===== src/rtl/mul_hazard_unit.sv =====
// Issue-side scoreboard for the pipelined multiplier: tracks in-flight mul destinations,
// stalls decode on RAW/WAW/writeback-port hazards and audits every multiplier retirement.
module mul_hazard_unit #(
    parameter int unsigned MUL_LAT    = 4,
    parameter int unsigned ALU_WB_LAT = 2
) (
    input  logic        clk,
    input  logic        rst,
    input  logic        dec_is_mul,
    input  logic        dec_writes_rd,
    input  logic [4:0]  dec_rd,
    input  logic        dec_uses_rs1,
    input  logic [4:0]  dec_rs1,
    input  logic        dec_uses_rs2,
    input  logic [4:0]  dec_rs2,
    input  logic        dec_valid,
    input  logic        wb_regmul,
    input  logic [4:0]  wb_rd,
    output logic        stall,
    output logic        raw_hazard,
    output logic        waw_hazard,
    output logic        wb_conflict,
    output logic [31:0] pending_mask,
    output logic        wb_err
);

    localparam int unsigned CNT_W = $clog2(MUL_LAT + 1);

    logic [CNT_W-1:0] cnt_q [1:31];
    logic [CNT_W-1:0] cnt_d [1:31];
    logic [MUL_LAT:1] wb_slot_q;
    logic [MUL_LAT:1] wb_slot_d;
    logic             wb_err_q;
    logic             wb_err_d;

    logic [31:0]      cnt_one;
    logic             issue;
    logic             mul_issue;

    // Flattened per-register views so lookups can be indexed by any 5-bit id, x0 included.
    always_comb begin
        pending_mask = '0;
        cnt_one      = '0;
        for (int unsigned r = 1; r < 32; r++) begin
            pending_mask[r] = (cnt_q[r] != '0);
            cnt_one[r]      = (cnt_q[r] == CNT_W'(1));
        end
    end

    always_comb begin
        raw_hazard  = dec_valid &
                      ((dec_uses_rs1 & (dec_rs1 != 5'd0) & pending_mask[dec_rs1]) |
                       (dec_uses_rs2 & (dec_rs2 != 5'd0) & pending_mask[dec_rs2]));
        waw_hazard  = dec_valid & dec_writes_rd & (dec_rd != 5'd0) & pending_mask[dec_rd];
        wb_conflict = dec_valid & dec_writes_rd & ~dec_is_mul & wb_slot_q[ALU_WB_LAT];
        stall       = raw_hazard | waw_hazard | wb_conflict;
        issue       = dec_valid & ~stall;
        mul_issue   = issue & dec_is_mul;
    end

    always_comb begin
        for (int unsigned r = 1; r < 32; r++) begin
            cnt_d[r] = (cnt_q[r] != '0) ? cnt_q[r] - CNT_W'(1) : '0;
            if (mul_issue && (dec_rd == r[4:0])) begin
                cnt_d[r] = CNT_W'(MUL_LAT);
            end
        end
    end

    always_comb begin
        wb_slot_d = '0;
        for (int unsigned k = 1; k < MUL_LAT; k++) begin
            wb_slot_d[k] = wb_slot_q[k+1];
        end
        wb_slot_d[MUL_LAT] = mul_issue;
    end

    // A retirement is legal only in the last cycle of its counter; a scheduled slot with no retirement is an error.
    always_comb begin
        wb_err_d = wb_err_q;
        if (wb_regmul && (wb_rd != 5'd0) && !cnt_one[wb_rd]) begin
            wb_err_d = 1'b1;
        end
        if (!wb_regmul && wb_slot_q[1]) begin
            wb_err_d = 1'b1;
        end
    end

    always_ff @(posedge clk or negedge rst) begin
        if (!rst) begin
            for (int unsigned r = 1; r < 32; r++) begin
                cnt_q[r] <= '0;
            end
            wb_slot_q <= '0;
            wb_err_q  <= 1'b0;
        end else begin
            for (int unsigned r = 1; r < 32; r++) begin
                cnt_q[r] <= cnt_d[r];
            end
            wb_slot_q <= wb_slot_d;
            wb_err_q  <= wb_err_d;
        end
    end

    assign wb_err = wb_err_q;

endmodule

===== config.mk =====
export PLATFORM = sky130hd
export DESIGN_NAME = mul_hazard_unit
export DESIGN_NICKNAME = d
export VERILOG_FILES = /design/src/rtl/mul_hazard_unit.sv
export SDC_FILE = /design/constraint.sdc
export NUM_CORES = 1
export LEC_CHECK = 0
export ABC_AREA = 1
export CAP_MARGIN = 20
export CORE_UTILIZATION = 30
export CTS_CLUSTER_SIZE = 8
export DETAILED_ROUTE_END_ITERATION = 8
export PLACE_DENSITY = 0.5
export SKIP_CTS_REPAIR_TIMING = 1
export SYNTH_ARGS = -nofsm -noshare
export SYNTH_HDL_FRONTEND = slang
export SYNTH_SLANG_ARGS = --single-unit

===== constraint.sdc =====
create_clock -name clk -period 4.6 [get_ports clk]
set_clock_uncertainty 0.2 [all_clocks]
set_input_delay 1.15 -clock clk [delete_from_list [all_inputs] [get_ports clk]]
set_output_delay 1.15 -clock clk [all_outputs]
set_load 0.02 [all_outputs]

==> results of run 1 <==
through the flow:
step	setup slack [ns]	setup TNS (ns)
final	0.139	0
after detailed placement	-0.375	-0.968
after global routing	0.0173	0
after global placement	-0.409	-1.03
after floorplan	0.642	0
after CTS	-0.381	-0.987
cells by family (layout without fill, tap and decap cells):
kind of cell / count (synthesis) / after routing / share of synthesized area, %
other cells: 1 / 1 / 0.0591
simple gates: 560 / 560 / 42.8
compound gates: 82 / 82 / 7.16
buf+inv: 173 / 286 / 11.3
flops: 98 / 98 / 38.6
final cells by class:
cell class,count,area share (%)
clock inverters,4,0.649
inverters,150,7.17
repair buffers,121,13.4
flip-flops and latches,98,31.0
clock buffers,11,3.20
multi-input cells,643,40.3
well taps,270,4.28
sequential cells by signal (all words and copies together), names as in the netlist:
register   flops
wb_slot_q      4
cnt_q         93
wb_err         1
critical path: stages:
cell	delay [ns]
clkdlybuf4s50_1	0.59
buf_4	0.17
nand2_4	0.06
buf_4	0.13
o22ai_1	0.15
nor2_1	0.05
nor2_1	0.13
nor2_1	0.06
nand2_1	0.12
nand2_1	0.11
a21oi_4	0.14
nand2_1	0.08
clkbuf_2	0.16
path summary, 6_finish.rpt:
kind                                    from            to
worst max-delay path               dec_rd[1]         stall
worst min-delay path            wb_slot_q[3]  wb_slot_q[2]
worst max register to register     cnt_q[42]     cnt_q[13]
worst min register to register  wb_slot_q[3]  wb_slot_q[2]
max in group asynchronous                rst     cnt_q[15]
min in group asynchronous                rst     cnt_q[61]
per-layer routing:
metal	routed length (um)	share of wire, %	track usage, %
met2	8980	45	29.9
met1	10000	50	28.0
met5	0	0	0
met3	833	4.1	3.27
met4	291	1.4	5.46
placed cells by master (no fill, tap or decap), drive strengths merged:
cell type,count
nand2,282
inv,147
nor2,130
dfrtp,98
nand3,93
buf,59
clkdlybuf4s50,58
o21ai,55
nand4,38
nor3,15
a21oi,15
clkbuf,13
o311ai,4
clkinv,4
o211ai,3
a31oi,2
clkinvlp,2
dlymetal6s2s,2
a22o,1
o31ai,1
nand3b,1
or2,1
o22ai,1
conb,1
bufinv,1
power by group:
group | internal (mW) | switching (mW)
combinational | 0.195 | 0.363
clock | 0.449 | 0.344
sequential | 0.894 | 0.0317
==> metrics, run 1 <==
pin count of the biggest net entering global routing 63; max-slew violations 0; status finished clean; Post-synth ARST share 100%; top-count cell post-synth nand2_1; HP Class flip-flop to flip-flop; CP Class input port to output port; CP startpoint kind input port; Seq/Total Area, Yosys around two fifths; mapped cell area roughly 6300 um2; final cell count without fillers approximately 1300; Antenna diodes 0; Max-Cap Viols 0; crit path capture type output port; clock root cell clkbuf_16; Synth top cells by count nand2_1, inv_1, nor2_1; drt pass-1 iters 5; antenna-violating nets left 0; Tot Pwr around 2.3 mW; Layout Nets ~1100; drt via density 4.64; Storage cell area 2450 um2; vias in the first global route approximately 5700; Starting Density between 30% and 40%; CTS sink cnt between 90 and 100; YS warnings 0; Syn Nets between 900 and 1000; Pwr per Cell Area 288 nW/um2; Synth area leader dfrtp_1; die span in x around 150 um; Tcrit/Tclk final 97.0%; Row Count 52; Wirelength per Cell approximately 16 um; Max H-tree Level 3; Worst-path clk slew 0.07 ns; clk_lat worst skew 0.36 ns; DIE HEIGHT 147 um; # DRC 0; crit-path max FO 4; Syn Area/Cell roughly 7 um2; Top Ports 65; share of the synthesized area in the top cell type roughly 39%; CTS tree done; max_slew headroom around 45%; post-layout util approximately two fifths; cell count after synthesis 914; Via Count approximately 6000; Area contributors post-synth dfrtp_1, nand2_1, inv_1, nor2_1, nand3_1; Post-Place Cell Area ~7600 um2; leakage roughly 4.3 nW; fin crit period between 4 and 5 ns; GR Overflow Total 0; Core ar. slightly above 20000 um2; Die ar. 21700 um2; Synth-to-Final Area Change 24.5%; number of flops mapped to enable cells by yosys 0; Max rail drop VDD 177 uV; Final HPWL DP 15900 um; ys flop type dfrtp_1; Worst Reg-to-Reg Cells 15; worst hold path stage count 0; Max Fclk roughly 0.22 GHz; final WL just over 20000 um; clk buf depth 2; Finish-stage setup viols 0; RSZ-0062 raised after global routing false; RePlAce Congestion a little over 0.9; TritonCTS Buffers 9; first-pass GRT wire length 31900 um; layout cells sized above 1 11.6%; I/O Buffers 63; Seq cells post-synth between 90 and 100; placed cells approximately 1300; Final Cell Area 7900 um2; Fill cells between 2000 and 2500; Global Route Usage Sum 19.4%; critical path arrival between 3 and 4 ns; hold violation total from the final report 0; WHS roughly 0.15 ns; Yosys cell types 34; Worst-Margin Slew 0.827 ns; antenna violations before repair 0; worst reg2reg setup slack ~1.4 ns; initial DRC count 304; WP data required 3.25 ns; multi-input logic area about 3200 um2
No activity file was read; power rests on OpenSTA's default activity.
==> inputs of run 2 (changes only) <==
--- a/config.mk
+++ b/config.mk
@@ -6,12 +6,10 @@
 export NUM_CORES = 1
 export LEC_CHECK = 0
 export ABC_AREA = 1
-export CAP_MARGIN = 20
 export CORE_UTILIZATION = 30
 export CTS_CLUSTER_SIZE = 8
 export DETAILED_ROUTE_END_ITERATION = 8
 export PLACE_DENSITY = 0.5
-export SKIP_CTS_REPAIR_TIMING = 1
 export SYNTH_ARGS = -nofsm -noshare
 export SYNTH_HDL_FRONTEND = slang
 export SYNTH_SLANG_ARGS = --single-unit
==> metrics, run 2 (synthesis gave the netlist of run 1 again) <==
commonest non-fill, non-tap cells in the layout nand2_1, inv_1, nor2_1; Tot Pwr 2.27 mW (-0.11%); max-slew violations 0 (unchanged); leakage 4.30 nW (-0.19%); # DRC 0 (unchanged); clock share of power 34.8% (about the same); crit-path max cell delay 0.56 ns (-0.03 ns); Core ar. 20500 um2 (unchanged); Die ar. 21700 um2 (unchanged); Comb pwr share 24.5% (about the same); Tcrit/Tclk final 95.8% (-1.2 points); Pwr per Cell Area 288 nW/um2 (about the same); RSZ-0062 raised after global routing false; first-pass GRT wire length 32000 um (+0.11%); commonest non-fill, non-tap cell in the layout nand2_1; TritonCTS Buffers 9 (unchanged); most flop-heavy register cnt_q; sequential share of power 40.7% (about the same); CP Class input port to output port; pin count of the biggest net entering global routing 63 (unchanged); Final HPWL DP 15900 um (unchanged); crit-path max FO 7 (+3); Wirelength per Cell 15.5 um (about the same); Layout Nets 1051 (unchanged); drt pass-1 iters 5 (unchanged); clock root cell clkbuf_16; Max Fclk 0.227 GHz (+1.3%); Sw Share 32.4% (-0.039 points); status finished clean; CTS tree done; setup TNS 0 ns (unchanged); Global Route Usage Sum 19.4% (about the same); Largest register FFs 93 (unchanged); switching pwr 0.736 mW (-0.23%); Worst-path clk slew 0.07 ns (about the same); Antenna diodes 0 (unchanged); Worst path slowest cell clkdlybuf4s50_1; crit path capture type output port; drt via density 4.64 (about the same); Setup Buffers After CTS 0; WHS 0.151 ns (-0.000109 ns); placed cells 1282 (unchanged); cell-internal power 1.54 mW (about the same); final WL 20100 um (about the same); final cell count without fillers 1297 (unchanged); Max rail drop VDD 177 uV (-0.12%); RePlAce Congestion 0.916 (unchanged); layout cells sized above 1 11.7% (+0.097 points); Starting Density 31.0% (unchanged); clk buf depth 2 (unchanged); initial DRC count 344 (+13%); antenna-violating nets left 0 (unchanged); hold violation total from the final report 0 (unchanged); CP startpoint kind input port; fin crit period 4.40 ns (-0.0567 ns); clk_lat worst skew 0.36 ns (about the same); Max H-tree Level 3 (unchanged); Via Count 6024 (+0.050%); Top Ports 65 (unchanged); crit-path cells clkdlybuf4s50_1 > inv_1 > nand2_2 > inv_1 > nand2_1 > o21ai_1 > nor2_1 > nor2_1 > nor2_1 > nand2_1 > buf_4 > a21oi_1 > clkbuf_2; Post-Place Cell Area 7590 um2 (unchanged); antenna violations before repair 0 (unchanged); critical path arrival 3.05 ns (-0.06 ns); die span in x 147 um (unchanged); Finish-stage setup viols 0 (unchanged); GR Overflow Total 0 (unchanged); max_slew headroom 44.6% (-0.24 points); Top cell by count, worst path nor2_1; CTS sink cnt 98 (unchanged); I/O Buffers 63 (unchanged); Row Count 52 (unchanged); vias in the first global route 5735 (+0.21%); Worst-Margin Slew 0.831 ns (+0.00365 ns); HP Class flip-flop to flip-flop; Synth-to-Final Area Change 24.4% (about the same); WP data required 3.25 ns (about the same); Fill cells 2187 (+0.18%); Max-Cap Viols 0 (unchanged); Final Cell Area 7890 um2 (about the same); DIE HEIGHT 147 um (unchanged)
## run 2: changes by cell type in the layout (fill, tap and decap cells not counted), sizes merged
cell / before / now
dlygate4sd2: 0 / 1
clkinvlp: 2 / 1
dlymetal6s2s: 2 / 1
clkinv: 4 / 5
clkbuf: 13 / 14
clkdlybuf4s50: 58 / 57
## run 2: worst paths after layout
kind,startpoint,end,slack (ns),depth (start not counted)
max,dec_rd[0],waw_hazard,0.20,13
min,wb_slot_q[3],wb_slot_q[2],0.15,0
max reg2reg,cnt_q[42],cnt_q[13],1.42,15
min reg2reg,wb_slot_q[3],wb_slot_q[2],0.15,0
max in group asynchronous,rst,cnt_q[15],2.71,2
min in group asynchronous,rst,cnt_q[61],0.69,1
## run 2: per-layer routing
layer	up-vias	global-route usage (%)	wire length, um
met1	2792	27.9	10100
met5	-	0	0
met2	116	29.9	8960
met3	17	3.27	757
li1	3099	-	-
met4	0	5.46	291
## run 2: stage by stage
step	util, %	setup slack (ns)
6_report	38.5	0.195
5_1_grt	38.5	0.0102
4_1_cts	38.6	-0.0117
3_5_place_dp	37.0	-0.375
3_3_place_gp	37.0	-0.409
2_1_floorplan	-	0.642
## run 2: timing repair
action / in CTS / in global routing
resized for setup: 9 / 7
setup endpoints to repair: 3 / 3
hold buffers: 0 / 0
pin swaps: 0 / 0
## run 2: area by class of cell
cell class,count,area [um2],share of cell area [%]
inverters,150,564,7.15
multi-input cells,643,3190,40.4
flip-flops and latches,98,2450,31.1
well taps,270,338,4.28
clock inverters,4,51.3,0.650
clock buffers,11,253,3.20
repair buffers,121,1050,13.3
## run 2: power groups by stage
stage / sequential, mW / clock, mW / combinational (mW)
after global placement: 0.942 / 0 / 0.559
after CTS: 0.925 / 0.819 / 0.560
after detailed placement: 0.941 / 0 / 0.560
final: 0.926 / 0.791 / 0.556
after global routing: 0.929 / 0.844 / 0.614
after floorplan: 0.934 / 0 / 0.319
## run 2: critical path, delay by kind of cell
family | cells | cell delay [ns]
AO/OA/AOI/OAI | 2 | 0.20
buffers and inverters | 5 | 1.11
AND/OR/NAND/NOR | 6 | 0.58
